--- src/rtl/capture_buffer.sv ---
// capture_buffer: trigger-aware capture memory for the internal logic analyzer.
//
// Qualified samples are written into a circular buffer. After arm the buffer
// collects a programmable number of pre-trigger samples, waits for a trigger,
// stores post_count further samples and then freezes. The frozen window holds
// exactly DEPTH samples and is read back relative to the oldest sample.
//
// Optional feature (macro CAPTURE_TRIG_STAMP_EN): adds output trig_stamp, a
// saturating count of clocks spent in PREFILL/WAIT_TRIG since arm, frozen
// once the trigger is accepted.

module capture_buffer #(
    parameter int DATA_WIDTH = 8,
    parameter int ADDR_WIDTH = 4
) (
    input  logic                  clk,
    input  logic                  reset,
    input  logic                  arm,
    input  logic                  sample_en,
    input  logic                  trigger,
    input  logic [ADDR_WIDTH-1:0] post_count,
    input  logic [DATA_WIDTH-1:0] i_data,
    input  logic                  rd_en,
    input  logic [ADDR_WIDTH-1:0] rd_addr,
    output logic [DATA_WIDTH-1:0] rd_data,
    output logic                  rd_valid,
    output logic [2:0]            state,
    output logic                  done,
    output logic                  primed,
    output logic [ADDR_WIDTH-1:0] waddr,
    output logic [ADDR_WIDTH-1:0] trig_offset
`ifdef CAPTURE_TRIG_STAMP_EN
    ,
    output logic [31:0]           trig_stamp
`endif
);

    localparam int DEPTH = 2 ** ADDR_WIDTH;

    // All-ones address: last physical location, and DEPTH-1 for the
    // pre/post split arithmetic (which naturally wraps at ADDR_WIDTH bits).
    localparam logic [ADDR_WIDTH-1:0] ADDR_MAX = '1;
    localparam logic [ADDR_WIDTH-1:0] ADDR_ONE = ADDR_WIDTH'(1);

    typedef enum logic [2:0] {
        IDLE      = 3'd0,
        PREFILL   = 3'd1,
        WAIT_TRIG = 3'd2,
        POST      = 3'd3,
        DONE      = 3'd4
    } state_t;

    state_t                cur_state;
    logic [ADDR_WIDTH-1:0] post_q;
    logic [ADDR_WIDTH-1:0] pre_cnt;
    logic [ADDR_WIDTH-1:0] post_cnt;
    logic                  capturing;
    logic                  wr_en;
    logic                  arm_ok;
    logic [ADDR_WIDTH-1:0] rd_phys;

    logic [DATA_WIDTH-1:0] mem [0:DEPTH-1];

    assign state = cur_state;

    // The buffer only accepts samples between arm and the end of the window;
    // IDLE and DONE never write, so a finished capture stays frozen.
    assign capturing = (cur_state == PREFILL) || (cur_state == WAIT_TRIG) ||
                       (cur_state == POST);
    assign wr_en     = capturing && sample_en;

    // arm is only honoured while no capture is in progress.
    assign arm_ok    = arm && ((cur_state == IDLE) || (cur_state == DONE));

    // Logical offset 0 is the oldest sample, which sits where the next write
    // would have gone; the sum wraps modulo DEPTH by its width.
    assign rd_phys   = waddr + rd_addr;

    // Sample storage; deliberately not reset so it maps onto plain RAM.
    always_ff @(posedge clk) begin
        if (wr_en) begin
            mem[waddr] <= i_data;
        end
    end

    // Capture sequencer: write pointer, priming flag, pre/post counters and
    // the window bookkeeping, all advanced only on qualified samples.
    always_ff @(posedge clk) begin
        if (reset) begin
            cur_state   <= IDLE;
            waddr       <= '0;
            primed      <= 1'b0;
            done        <= 1'b0;
            post_q      <= '0;
            pre_cnt     <= '0;
            post_cnt    <= '0;
            trig_offset <= '0;
        end else begin
            if (wr_en) begin
                waddr <= waddr + ADDR_ONE;
                if (waddr == ADDR_MAX) begin
                    primed <= 1'b1;
                end
            end

            case (cur_state)
                IDLE, DONE: begin
                    if (arm) begin
                        waddr     <= '0;
                        primed    <= 1'b0;
                        done      <= 1'b0;
                        post_q    <= post_count;
                        pre_cnt   <= ADDR_MAX - post_count;
                        cur_state <= PREFILL;
                    end
                end

                PREFILL: begin
                    // A zero pre-trigger count moves on without needing a
                    // sample; otherwise the write that empties it does.
                    if (pre_cnt == '0) begin
                        cur_state <= WAIT_TRIG;
                    end else if (sample_en) begin
                        pre_cnt <= pre_cnt - ADDR_ONE;
                        if (pre_cnt == ADDR_ONE) begin
                            cur_state <= WAIT_TRIG;
                        end
                    end
                end

                WAIT_TRIG: begin
                    if (sample_en && trigger) begin
                        trig_offset <= ADDR_MAX - post_q;
                        if (post_q == '0) begin
                            cur_state <= DONE;
                            done      <= 1'b1;
                        end else begin
                            post_cnt  <= post_q;
                            cur_state <= POST;
                        end
                    end
                end

                POST: begin
                    if (sample_en) begin
                        post_cnt <= post_cnt - ADDR_ONE;
                        if (post_cnt == ADDR_ONE) begin
                            cur_state <= DONE;
                            done      <= 1'b1;
                        end
                    end
                end

                default: begin
                    cur_state <= IDLE;
                    done      <= 1'b0;
                end
            endcase
        end
    end

    // Registered readout; only a frozen window may be read, otherwise the
    // last result is held and the valid flag drops.
    always_ff @(posedge clk) begin
        if (reset) begin
            rd_data  <= '0;
            rd_valid <= 1'b0;
        end else if (rd_en && (cur_state == DONE)) begin
            rd_data  <= mem[rd_phys];
            rd_valid <= 1'b1;
        end else begin
            rd_valid <= 1'b0;
        end
    end

`ifdef CAPTURE_TRIG_STAMP_EN
    // Trigger latency counter: counts every clock in PREFILL and WAIT_TRIG,
    // including the clock on which the trigger is accepted, then holds.
    always_ff @(posedge clk) begin
        if (reset) begin
            trig_stamp <= '0;
        end else if (arm_ok) begin
            trig_stamp <= '0;
        end else if (((cur_state == PREFILL) || (cur_state == WAIT_TRIG)) &&
                     (trig_stamp != 32'hFFFF_FFFF)) begin
            trig_stamp <= trig_stamp + 32'd1;
        end
    end
`endif

endmodule
--- config.mk ---
export PLATFORM = sky130hd
export DESIGN_NAME = capture_buffer
export DESIGN_NICKNAME = d
export VERILOG_FILES = /design/src/rtl/capture_buffer.sv
export SDC_FILE = /design/constraint.sdc
export NUM_CORES = 1
export LEC_CHECK = 0
export BUFFER_PORTS_ARGS = -buffer_cell sky130_fd_sc_hd__buf_2
export CAP_MARGIN = 25
export CORE_AREA = 2 2 110 112
export DETAILED_ROUTE_END_ITERATION = 16
export DIE_AREA = 0 0 112 114
export GPL_TIMING_DRIVEN = 0
export HOLD_SLACK_MARGIN = 0.15
export PLACE_DENSITY = 0.79
export RECOVER_POWER = 50
export SLEW_MARGIN = 20
export SYNTH_ARGS = -nofsm -noshare
export SYNTH_HDL_FRONTEND = slang
export SYNTH_SLANG_ARGS = --single-unit
--- constraint.sdc ---
create_clock -name clk -period 3.1 [get_ports clk]
set_clock_uncertainty 0.15 [all_clocks]
set_input_delay 0.465 -clock clk [delete_from_list [all_inputs] [get_ports clk]]
set_output_delay 0.465 -clock clk [all_outputs]
set_load 0.01 [all_outputs]
======== Yosys cells after proc, flatten, opt, wreduce, memory -nomap -nowiden ========
Memories as Yosys holds them, arrays and structs flattened. A register that Yosys moved wholly into a read port is not among the register bits.
Index checks and enable logic that the tools add are counted.
word-level totals
  memories ................................ 1
  bits in writable memories ............... 128
  input port bits ......................... 22
  output and inout port bits .............. 22
  flip-flop bits (word level) ............. 26
  word-level logic and storage cells ...... 84
operators by class
  mux-type cells .......................... 33
  $add $sub $neg .......................... 6
  reductions and logical operators ........ 17
  bitwise gates (word level) .............. 1
  equal/unequal tests ..................... 17
memories
  memory  depth  width  read ports  clocked after Yosys merged registers in  wr ports  line  text
  mem     16     8      1           1                                        1         62    logic [DATA_WIDTH-1:0] mem [0:DEPTH-1];
operators with widths
  cell                                                                     number
  4-bit two-way mux                                                        9
  3-bit two-way mux                                                        8
  4-bit one-hot mux with 2 select lines                                    2
  1-bit two-way mux                                                        12
  3-bit one-hot mux with 4 select lines                                    1
  6-bit AND reduction                                                      2
  2-bit inequality test, second input constant                             5
  4-bit by 1-bit == test with 1-bit output, second input constant          2
  4-bit zero test                                                          2
  4-bit AND reduction                                                      2
  4-bit by 1-bit subtractor with 4-bit output, second input constant       2
  4-bit subtractor, first input constant                                   2
  3-bit by 2-bit == test with 1-bit output, second input constant          2
  2-bit by 1-bit inequality test with 1-bit output, second input constant  3
  4-bit by 1-bit adder with 4-bit output, second input constant            1
  4-bit adder                                                              1
  4-bit == test, second input constant                                     1
  1-bit one-hot mux with 4 select lines                                    1
  2-bit AND reduction                                                      2
  2-bit nonzero test                                                       2
  3-bit by 1-bit == test with 1-bit output, second input constant          1
  3-bit == test, second input constant                                     1
  1-bit logical AND                                                        3
  3-bit zero test                                                          1
  other kinds (5)                                                          6

======== Depth between registers and ports, before layout ========
Gate-level depths: netlist of run 1.
  word-level depth ........................ 7
  depth in mapped cells ................... 7
  mapped depth without buffers ............ 6

======== Worst setup path before layout of run 1 ========
OpenSTA, ideal clock, no wires.
  path kind ............................... in2reg
  start ................................... in rd_addr[0]
  end ..................................... reg rd_data[4] (read register of mem)
  buffers on the path ..................... 1
  library setup time ...................... 122 ps
  setup slack ............................. 345 ps
  data required time ...................... 2,828 ps
  arrival time ............................ 2,483 ps
  stages on the path ...................... 6
  cell sequence ........................... ha_1 > fa_1 > dlygate4sd1_1 > mux4_2 > mux2_2 > a221o_1
on the way
  word-level cells in the longest chain between the ends .. 1
ends and longest elaborated chain
  element             line  text
  start: declaration  24    input logic [ADDR_WIDTH-1:0] rd_addr,
  4-bit adder         77    assign rd_phys = waddr + rd_addr;
  end: declaration    25    output logic [DATA_WIDTH-1:0] rd_data,
No other way between the ends.
A chain may end at the register's enable or synchronous reset.

======== Final worst setup path of run 1 ========
  start ................................... reg waddr[0]
  end ..................................... reg rd_data[5] (read register of mem)
on the way
  word-level cells in the longest chain between the ends .. 1
ends and longest elaborated chain
  element                   line  text
  start: declaration        30    output logic [ADDR_WIDTH-1:0] waddr,
  start signal: assignment  100   waddr <= waddr + ADDR_ONE;
  4-bit adder               77
No other way between the ends.

==> metrics.yaml, run 1 <==
power_and_ir_drop:
  finalPower_mw: 5.95
  p_per_area_mw_per_mm2: 750
  seqPwrFrac: 0.423
  peakVddDrop_mv: 0.536
  internal_power_mw: 4.36
  clkPwrFrac: 0.380
  p_leak_nw: 2.74
  p_switching_mw: 1.59
  swShare: 0.267
  p_comb_frac: 0.197
place:
  port_buffers: 43
  placed_cell_area_sq_mm: 0.00730
  dp_hpwl_um: 9010
  place_inst: 600
  place_congestion: 0.798
hold_path:
  holdCritStartpoint: "post_count[0]"
  min_delay_path_depth: 3
  min_delay_worst_endpoint: "post_q[0]"
  hold_class: "primary input to register"
logic_synthesis:
  yosys-top-cells-area: "edfxtp_1 56%, dfxtp_1 9.9%, mux4_1 6.9%"
  netlist_area_sq_mm: 0.00684
  synth_edf_count: 128
  synthCells: 406
  synth_seq_cells: 162
  yosysMostFrequentCell: "edfxtp_1"
  yosys_warnings: 0
  ys_async_sr_fraction: 0
  synth_fp_nets: 440
  yosys.area.top_type: "edfxtp_1"
  ys_seq_area_frac: 0.661
  synth_top_area_share: 0.562
  synth_commonest_cells: "128 x edfxtp_1, 34 x dfxtp_1, 24 x nor2_1, 18 x mux4_1, 15 x mux2i_1"
  synth_flop_cell: "edfxtp_1"
  syn_avg_cell_area_sq_um: 16.9
  ys_types: 53
timing:
  final-hold-violation-count: 0
  min_period_ns: 2.96
  worst_pin_slew_ns: 0.893
  setup_viol: 0
  fmax_mhz: 338
  report.final.slew_viol_count: 0
  period_share: 0.956
  setup_tns_ns: 0
  rsz0062_at_grt: "no"
  slew_headroom: 0.403
final_layout:
  seqCellArea_sq_mm: 0.00452
  multi_input_area_sq_mm: 0.00219
  instances_no_fill: 634
  n_fill_cell: 805
  drive_gt1_frac: 0.209
  finalInstanceArea_sq_mm: 0.00793
  syn2layout_area_growth_pct: 15.9
  fin_nets: 508
  n_antenna_cell: 0
critical_path:
  cp_slowest_stage_delay_ns: 0.63
  path_class: "register to register"
  rr_endpoint: "rd_data[5]"
  r2r_slack_ns: 0.14
  worstPathMaxFanout: 10
  required_ns: 3.26
  worstReg2RegStart: "waddr[0]"
  arrival_ns: 3.12
  r2r.worst_path.cells: 6
  cpMaxStageDelayCell: "fa_1"
  start_kind: "register"
  cp-end-kind: "register"
  path_cells: "ha_1, fa_1, clkdlybuf4s15_2, mux4_1, mux2_2, a221o_1"
global_route:
  grt_pass1_wl_um: 21900
  globalRouteOverflowTotal: 0
  grt_max_degree: 17
  grt_pass1_vias: 4076
  antenna_found_initial: 0
  gr-usage-all-layers: 0.233
clock_network:
  clk_pin_slew_ns: 0.07
  cts_tree: "built"
  cts.path.max_buffers: 2
  cts_made_buffers: 17
  ctsHtreeMaxLevel: 4
  cts_root_buf: "clkbuf_16"
  clock-sinks: 162
  clock_latency_ns: 0.42
floorplanning:
  rows: 40
  dieArea_sq_mm: 0.0128
  start_util: 0.584
  die-height_um: 114
  core-area_sq_mm: 0.0117
  io_pins: 44
  fp.dieW_um: 112
routing:
  dr.pass1.iters: 5
  viasPerCell: 6.14
  wirelength_um: 13500
  ant_nets: 0
  dr.first_iter.drc_count: 398
  drc: 0
  vias: 3893
  wire_per_inst_um: 21.3
flow_run:
  cap_violations: 0
run_status:
  outcome: "finished clean"
==> worst max path at each step <==
stage                           from    endpoint  slack [ns]  depth (start not counted)
after floorplan           rd_addr[0]  rd_data[4]        0.34                          6
after global placement    rd_addr[0]  rd_data[5]       -0.12                          7
after detailed placement  rd_addr[0]  rd_data[7]       -0.20                          7
after CTS                   waddr[0]  rd_data[3]        0.02                          7
after global routing        waddr[0]  rd_data[2]        0.04                          6
final                       waddr[0]  rd_data[5]        0.14                          6
==> power groups by stage <==
stage	Combinational, mW	Clock [mW]	Sequential [mW]
floorplan	0.883	0	2.55
detailed placement	1.18	0	2.56
global placement	1.15	0	2.55
global route	1.30	2.37	2.53
finish	1.17	2.26	2.51
CTS	1.19	2.28	2.51
==> cell families (layout without fill, tap and decap cells) <==
family / Yosys count / count (layout) / synth area share
DFF: 162 / 162 / 0.661
adders and majority gates: 12 / 12 / 0.0230
and+or+nand+nor: 95 / 95 / 0.0821
buffers and inverters: 28 / 109 / 0.0236
xor gates and xnor gates: 5 / 5 / 0.00640
AOI/OAI and AO/OA: 49 / 49 / 0.0536
muxes: 55 / 55 / 0.150
==> through the flow <==
stage	utilization	worst slack [ns]	hold slack, ns
CTS	0.681	0.0177	0.174
floorplan	-	0.345	0.301
detailed placement	0.623	-0.203	0.316
finish	0.677	0.137	0.184
global route	0.677	0.0438	0.195
global placement	0.618	-0.121	0.314
==> worst max-delay path: cells and delay by family, from the launching register on <==
kind	cells	cell delay [ns]
buffers and inverters	1	0.43
AO/OA/AOI/OAI	1	0.31
adder cells (fa/ha/maj)	2	0.89
multiplexers	2	0.65
flip-flops	1	0.40
==> routing by layer <==
metal / vias to the layer above / global-route usage / wire (um)
met1: 1936 / 0.307 / 5460
met5: - / 0 / 0
met3: 24 / 0.0558 / 843
li1: 1783 / - / -
met4: 0 / 0.0878 / 232
met2: 150 / 0.384 / 6960
==> cell type report <==
cell class                 count  area share
clock inverter                15      0.0273
multi-input combinational    216       0.276
clock buffer                  17      0.0537
tap                          147      0.0232
buffer                        20      0.0169
timing repair buffer          49      0.0289
inverter                       8     0.00379
sequential                   162       0.571
==> placed cells by master (no fill, tap or decap), types with 7 or more instances in the layout <==
master	instances
a21oi_1	13
a221o_1	8
and3_1	7
buf_2	15
clkbuf_1	38
clkbuf_16	17
dfxtp_1	34
edfxtp_1	128
ha_1	11
inv_1	8
inv_6	8
mux2_2	8
mux2i_1	15
mux4_1	18
mux4_2	14
nor2_1	24
nor4_1	9
==> sequential cells by signal (all words and copies together) (netlist names) <==
signal       flops
post_cnt         4
pre_cnt          4
state            3
mem            128
primed           1
post_q           4
trig_offset      4
done             1
waddr            4
rd_data          8
rd_valid         1
==> repair_timing <==
action,in CTS,in global routing
setup endpoints to repair,6,7
hold buffers,2,0
setup buffers,0,0
hold endpoints to repair,2,0
gates resized for setup,2,4
Power figures use the tool's default switching activity.
==> run 2, diff against run 1 <==
--- a/config.mk
+++ b/config.mk
@@ -5,11 +5,12 @@
 export SDC_FILE = /design/constraint.sdc
 export NUM_CORES = 1
 export LEC_CHECK = 0
+export ABC_AREA = 1
 export BUFFER_PORTS_ARGS = -buffer_cell sky130_fd_sc_hd__buf_2
 export CAP_MARGIN = 25
-export CORE_AREA = 2 2 110 112
+export CORE_AREA = 2 2 113 115
 export DETAILED_ROUTE_END_ITERATION = 16
-export DIE_AREA = 0 0 112 114
+export DIE_AREA = 0 0 115 117
 export GPL_TIMING_DRIVEN = 0
 export HOLD_SLACK_MARGIN = 0.15
 export PLACE_DENSITY = 0.79
==> run 2 against run 1 <==
  * Sequential share of layout area down 2.3 points
  * Fmax up 6.5%
  * Synthesized cell count up 81%
  * Wire length up 27%
  * Largest power group unchanged
  * Non-clock buffer count up 2
  * Setup slack better by 0.18 ns
  * Clock-buffer cell count up 6
  * Highest routed layer unchanged
  * Critical path type unchanged
  * Total power up 14%
==> metrics.yaml, run 2 <==
final_layout:
  layout_commonest_cell: "nand2_1"
  n_antenna_cell: 0
  fin_nets: 833
  instances_no_fill: 962
  syn2layout_area_growth_pct: 14.9
  final_cell_mix: "213 x nand2_1, 128 x edfxtp_1, 112 x nand3_1"
  top_regs: "mem x128, rd_data x8"
  top_register: "mem"
  drive_gt1_frac: 0.0961
  largest_reg_flops: 128
clock_network:
  cts_root_buf: "clkbuf_16"
  cts_made_buffers: 17
  clock_latency_ns: 0.43
  ctsResizeCount: 0
  clk_pin_slew_ns: 0.06
  clock-sinks: 162
  cts_tree: "built"
  cts.path.max_buffers: 2
  ctsHtreeMaxLevel: 4
  postCtsSetupRepairBufs: 0
critical_path:
  required_ns: 3.29
  r2r_slack_ns: 0.32
  path_cells: "ha_1, fa_1, buf_2, clkbuf_1, nand3_1, nand2_1, nand2_1, nand3_1, nand3_1, a21oi_1"
  worstReg2RegStart: "waddr[0]"
  worstPathMaxFanout: 10
  cp-end-kind: "register"
  arrival_ns: 2.97
  critPathMostFrequentCell: "nand3_1"
  rr_endpoint: "rd_data[1]"
  start_kind: "register"
  cpMaxStageDelayCell: "fa_1"
  r2r.worst_path.cells: 10
  path_class: "register to register"
  cp_slowest_stage_delay_ns: 0.49
timing:
  fmax_mhz: 360
  worst_pin_slew_ns: 0.908
  setup_viol: 0
  rsz0062_at_grt: "no"
  report.final.slew_viol_count: 0
  period_share: 0.897
  fin_ws_ns: 0.319
  min_period_ns: 2.78
  final-hold-violation-count: 0
  setup_tns_ns: 0
  slew_headroom: 0.394
logic_synthesis:
  yosysMostFrequentCell: "nand2_1"
  synth_commonest_cells: "213 x nand2_1, 128 x edfxtp_1, 112 x nand3_1, 91 x inv_1, 34 x dfxtp_1"
  ys_async_sr_fraction: 0
  ys_types: 34
  synth_top_area_share: 0.534
  yosys-top-cells-area: "edfxtp_1 53%, nand2_1 11%, dfxtp_1 9.5%"
  netlist_area_sq_mm: 0.00719
  synth_flop_cell: "edfxtp_1"
  syn_avg_cell_area_sq_um: 9.80
  synth_edf_count: 128
  ys_seq_area_frac: 0.629
  synth_fp_nets: 768
  yosys.area.top_type: "edfxtp_1"
  yosys_warnings: 0
  synthCells: 734
  synth_seq_cells: 162
routing:
  dr.pass1.iters: 5
  wire_per_inst_um: 17.9
  vias: 5444
  ant_nets: 0
  viasPerCell: 5.66
  wirelength_um: 17200
  drc: 0
  dr.first_iter.drc_count: 621
flow_run:
  cap_violations: 0
global_route:
  grt_pass1_wl_um: 27100
  gr-usage-all-layers: 0.274
  antenna_found_initial: 0
  grt_max_degree: 17
  globalRouteOverflowTotal: 0
  grt_pass1_vias: 5353
floorplanning:
  dieArea_sq_mm: 0.0135
  io_pins: 44
  core-area_sq_mm: 0.0123
  rows: 41
  fp.dieW_um: 115
  die-height_um: 117
  start_util: 0.584
hold_path:
  min_delay_worst_endpoint: "post_q[2]"
  holdCritStartpoint: "post_count[2]"
  hold_class: "primary input to register"
  min_delay_path_depth: 3
place:
  dpl_worst_slack_ns: 0.241
  port_buffers: 43
  place_inst: 927
  place_congestion: 0.908
  dp_hpwl_um: 11400
power_and_ir_drop:
  peakVddDrop_mv: 0.528
  finalPower_mw: 6.76
  p_leak_nw: 3.41
  p_per_area_mw_per_mm2: 818
run_status:
  outcome: "finished clean"
-- run 2: changes by cell type after synthesis, moves of 9 or more --
| cell | previous run | this run |
|---|---|---|
| mux4_2 | 14 | 0 |
| o21ai_1 | 0 | 10 |
| mux4_1 | 18 | 0 |
| nand3_1 | 4 | 112 |
| o21ai_0 | 6 | 16 |
| mux2i_1 | 15 | 0 |
| a21oi_1 | 13 | 29 |
| nand2_1 | 5 | 213 |
| inv_1 | 8 | 91 |
| nor4_1 | 9 | 0 |
-- run 2: critical path: cells and delay by family, from the launching register on --
| family | cells | cell delay [ns] |
|---|---|---|
| and+or+nand+nor | 5 | 0.65 |
| AOI/OAI and AO/OA | 1 | 0.15 |
| adders and majority gates | 2 | 0.73 |
| DFF | 1 | 0.38 |
| buffers and inverters | 2 | 0.63 |
-- run 2: cells by family after synthesis --
group                    synth area share
flip-flops                          0.629
adder cells (fa/ha/maj)            0.0219
XOR/XNOR                          0.00939
AND/OR/NAND/NOR                     0.223
AO/OA/AOI/OAI                      0.0414
buffers and inverters              0.0758
-- run 2: where the power goes --
part / switching (mW) / internal [mW] / leakage, nW
combinational: 1.21 / 0.559 / 1.65
sequential: 0.0970 / 2.48 / 1.43
clock: 0.824 / 1.59 / 0.327
-- run 2: area by class of cell --
class / count / area (sq um)
Clock buffer: 23 / 488
Timing Repair Buffer: 46 / 210
Clock inverter: 9 / 199
Multi-Input combinational cell: 446 / 2120
Inverter: 101 / 393
Tap cell: 150 / 188
Buffer: 25 / 144
Fill cell: 931 / 4050
Sequential cell: 162 / 4520
-- run 2: worst max-delay path by stage --
stage / from / end / slack, ns / depth (start not counted)
final: waddr[0] / rd_data[1] / 0.32 / 10
after global routing: waddr[0] / rd_data[1] / 0.18 / 9
after CTS: waddr[0] / rd_data[1] / 0.39 / 10
after detailed placement: rd_addr[0] / rd_data[6] / 0.24 / 10
after global placement: rd_addr[0] / rd_data[0] / 0.30 / 10
after floorplan: rd_addr[0] / rd_data[0] / 0.90 / 9
-- run 2: what timing repair did --
action	CTS	global route
endpoints found under the hold margin	4	0
setup endpoints to repair	0	0
hold buffers	3	0
-- run 2: per-stage QoR --
step	cell area, sq um	util	hold WS (ns)
after floorplan	7190	-	0.255
after global routing	8260	0.671	0.212
after global placement	7600	0.617	0.268
after detailed placement	7600	0.617	0.284
after CTS	8310	0.675	0.197
final	8260	0.671	0.206
-- run 2: metal layers --
| metal | track usage | vias up | part of all wire |
|---|---|---|---|
| li1 | - | 2553 | - |
| met1 | 0.344 | 2554 | 0.40 |
| met2 | 0.458 | 290 | 0.48 |
| met3 | 0.0675 | 47 | 0.091 |
| met4 | 0.116 | 0 | 0.029 |
| met5 | 0 | - | 0 |
==> run 3, diff against run 2 <==
--- a/config.mk
+++ b/config.mk
@@ -15,7 +15,7 @@
 export HOLD_SLACK_MARGIN = 0.15
 export PLACE_DENSITY = 0.79
 export RECOVER_POWER = 50
-export SLEW_MARGIN = 20
+export SLEW_MARGIN = 15
 export SYNTH_ARGS = -nofsm -noshare
 export SYNTH_HDL_FRONTEND = slang
 export SYNTH_SLANG_ARGS = --single-unit
==> constraint.sdc (replaced) <==
create_clock -name clk -period 2.6 [get_ports clk]
set_clock_uncertainty 0.15 [all_clocks]
set_input_delay 0.39 -clock clk [delete_from_list [all_inputs] [get_ports clk]]
set_output_delay 0.39 -clock clk [all_outputs]
set_load 0.01 [all_outputs]
==> run 3 against run 2 <==
  * First-iteration DRC count decreased by 20%
  * Global-route usage about the same
  * Setup slack got worse by 0.20 ns
  * Wire length increased by 0.17%
  * Largest cell class unchanged
  * Highest routed layer unchanged
  * Sequential cell count unchanged
==> metrics.yaml, run 3 (synthesized netlist as in run 2, its figures left out) <==
routing:
  wire_per_inst_um: 17.8
  met3_length_um: 1560
  top_layer: "met4"
  drc: 0
  dr.first_iter.drc_count: 496
  ant_nets: 0
  viasPerCell: 5.63
  wl_met2_um: 8440
  vias: 5437
  dr.pass1.iters: 6
  wl_met1_um: 6710
  wirelength_um: 17200
timing:
  slew_headroom: 0.395
  fmax_mhz: 403
  report.final.slew_viol_count: 0
  setup_viol: 0
  min_period_ns: 2.48
  rsz0062_at_grt: "no"
  period_share: 0.955
  worst_pin_slew_ns: 0.907
  final-hold-violation-count: 0
power_and_ir_drop:
  finalPower_mw: 8.11
  peakVddDrop_mv: 0.644
  p_per_area_mw_per_mm2: 975
  p_leak_nw: 3.43
critical_path:
  critPathLaunch: "waddr[0]"
  start_kind: "register"
  cp_num_buf_inv: 2
  cp-end-kind: "register"
  worstReg2RegStart: "waddr[0]"
  path_class: "register to register"
  cp_slowest_stage_delay_ns: 0.49
  critical_path.top_delay_family: "adder cells"
  path_cells: "ha_1, fa_1, buf_2, clkbuf_2, nand3_1, nand2_1, nand2_1, nand3_1, nand3_1, a21oi_1"
  worstPathMaxFanout: 10
  critPathMostFrequentCell: "nand3_1"
  required_ns: 2.80
  arrival_ns: 2.68
  r2r.worst_path.cells: 10
  cp.depth: 10
  cpMaxStageDelayCell: "fa_1"
clock_network:
  cts_made_buffers: 17
  ctsHtreeMaxLevel: 4
  cts_tree: "built"
  clk_pin_slew_ns: 0.06
  cts.path.max_buffers: 2
  clock-sinks: 162
  clock_latency_ns: 0.43
  cts_root_buf: "clkbuf_16"
final_layout:
  largest_reg_flops: 128
  instances_no_fill: 965
  drive_gt1_frac: 0.102
  top_register: "mem"
  top_regs: "mem x128, rd_data x8"
  syn2layout_area_growth_pct: 15.6
  n_fill_cell: 924
  final_cell_mix: "213 x nand2_1, 128 x edfxtp_1, 112 x nand3_1"
  layout_commonest_cell: "nand2_1"
  fin_nets: 836
  n_antenna_cell: 0
hold_path:
  holdCritStartpoint: "arm"
  min_delay_path_depth: 4
  hold_class: "primary input to register"
place:
  dp_hpwl_um: 11400
  place_congestion: 0.908
  place_inst: 927
  port_buffers: 43
global_route:
  gr-usage-all-layers: 0.274
  grt_max_degree: 17
  grt_pass1_vias: 5388
  grt_pass1_wl_um: 27200
  globalRouteOverflowTotal: 0
  antenna_found_initial: 0
flow_run:
  cap_violations: 0
floorplanning:
  core-area_sq_mm: 0.0123
  rows: 41
  dieArea_sq_mm: 0.0135
  io_pins: 44
  start_util: 0.584
  die-height_um: 117
  fp.dieW_um: 115
run_status:
  outcome: "finished clean"
run 3: report_power, final:
group,leakage [nW],total (mW),internal (mW),switching [mW]
Sequential,1.43,3.07,2.95,0.116
Combinational,1.68,2.16,0.710,1.45
Clock,0.327,2.88,1.90,0.982
run 3: path summary, 6_finish.rpt:
check	end	slack, ns
setup / recovery	rd_data[1]	0.12
hold / removal	post_q[1]	0.26
setup reg to reg	rd_data[1]	0.12
hold reg to reg	trig_offset[2]	0.29
run 3: stage by stage:
step	cell area (sq um)	util	hold slack, ns	TNS, ns	setup slack (ns)
after floorplan	7190	-	0.255	0	0.429
after global placement	7600	0.617	0.268	-0.635	-0.130
after detailed placement	7600	0.617	0.284	-1.09	-0.184
after CTS	8360	0.679	0.225	0	0.0884
after global routing	8320	0.675	0.279	0	0.00685
final	8320	0.675	0.258	0	0.118
run 3: final cells by class:
class                           instances  area, sq um  area share
Multi-Input combinational cell        446         2120       0.255
Clock buffer                           23          488      0.0587
Sequential cell                       162         4530       0.544
Timing Repair Buffer                   49          250      0.0301
Buffer                                 25          155      0.0187
Inverter                              101          393      0.0472
Clock inverter                          9          199      0.0239
Tap cell                              150          188      0.0226
run 3: timing repair:
item                                    CTS  global route
buffers inserted                          1             0
endpoints found under the setup margin    8             6
gates resized for setup                   3             5
hold buffers                              5             0
pin swaps                                 0             0
hold endpoints to repair                  7             0
run 3: metal layers:
| layer | vias up | GRT usage |
|---|---|---|
| met5 | - | 0 |
| met4 | 0 | 0.115 |
| met3 | 49 | 0.0680 |
| met2 | 284 | 0.460 |
| met1 | 2539 | 0.343 |
| li1 | 2565 | - |
run 3: worst reg2reg max path, stage by stage, from the launching register on:
cell      delay [ns]
dfxtp_2         0.36
ha_1            0.21
fa_1            0.49
buf_2           0.18
clkbuf_2        0.29
nand3_1         0.14
nand2_1         0.12
nand2_1         0.07
nand3_1         0.12
nand3_1         0.13
a21oi_1         0.15
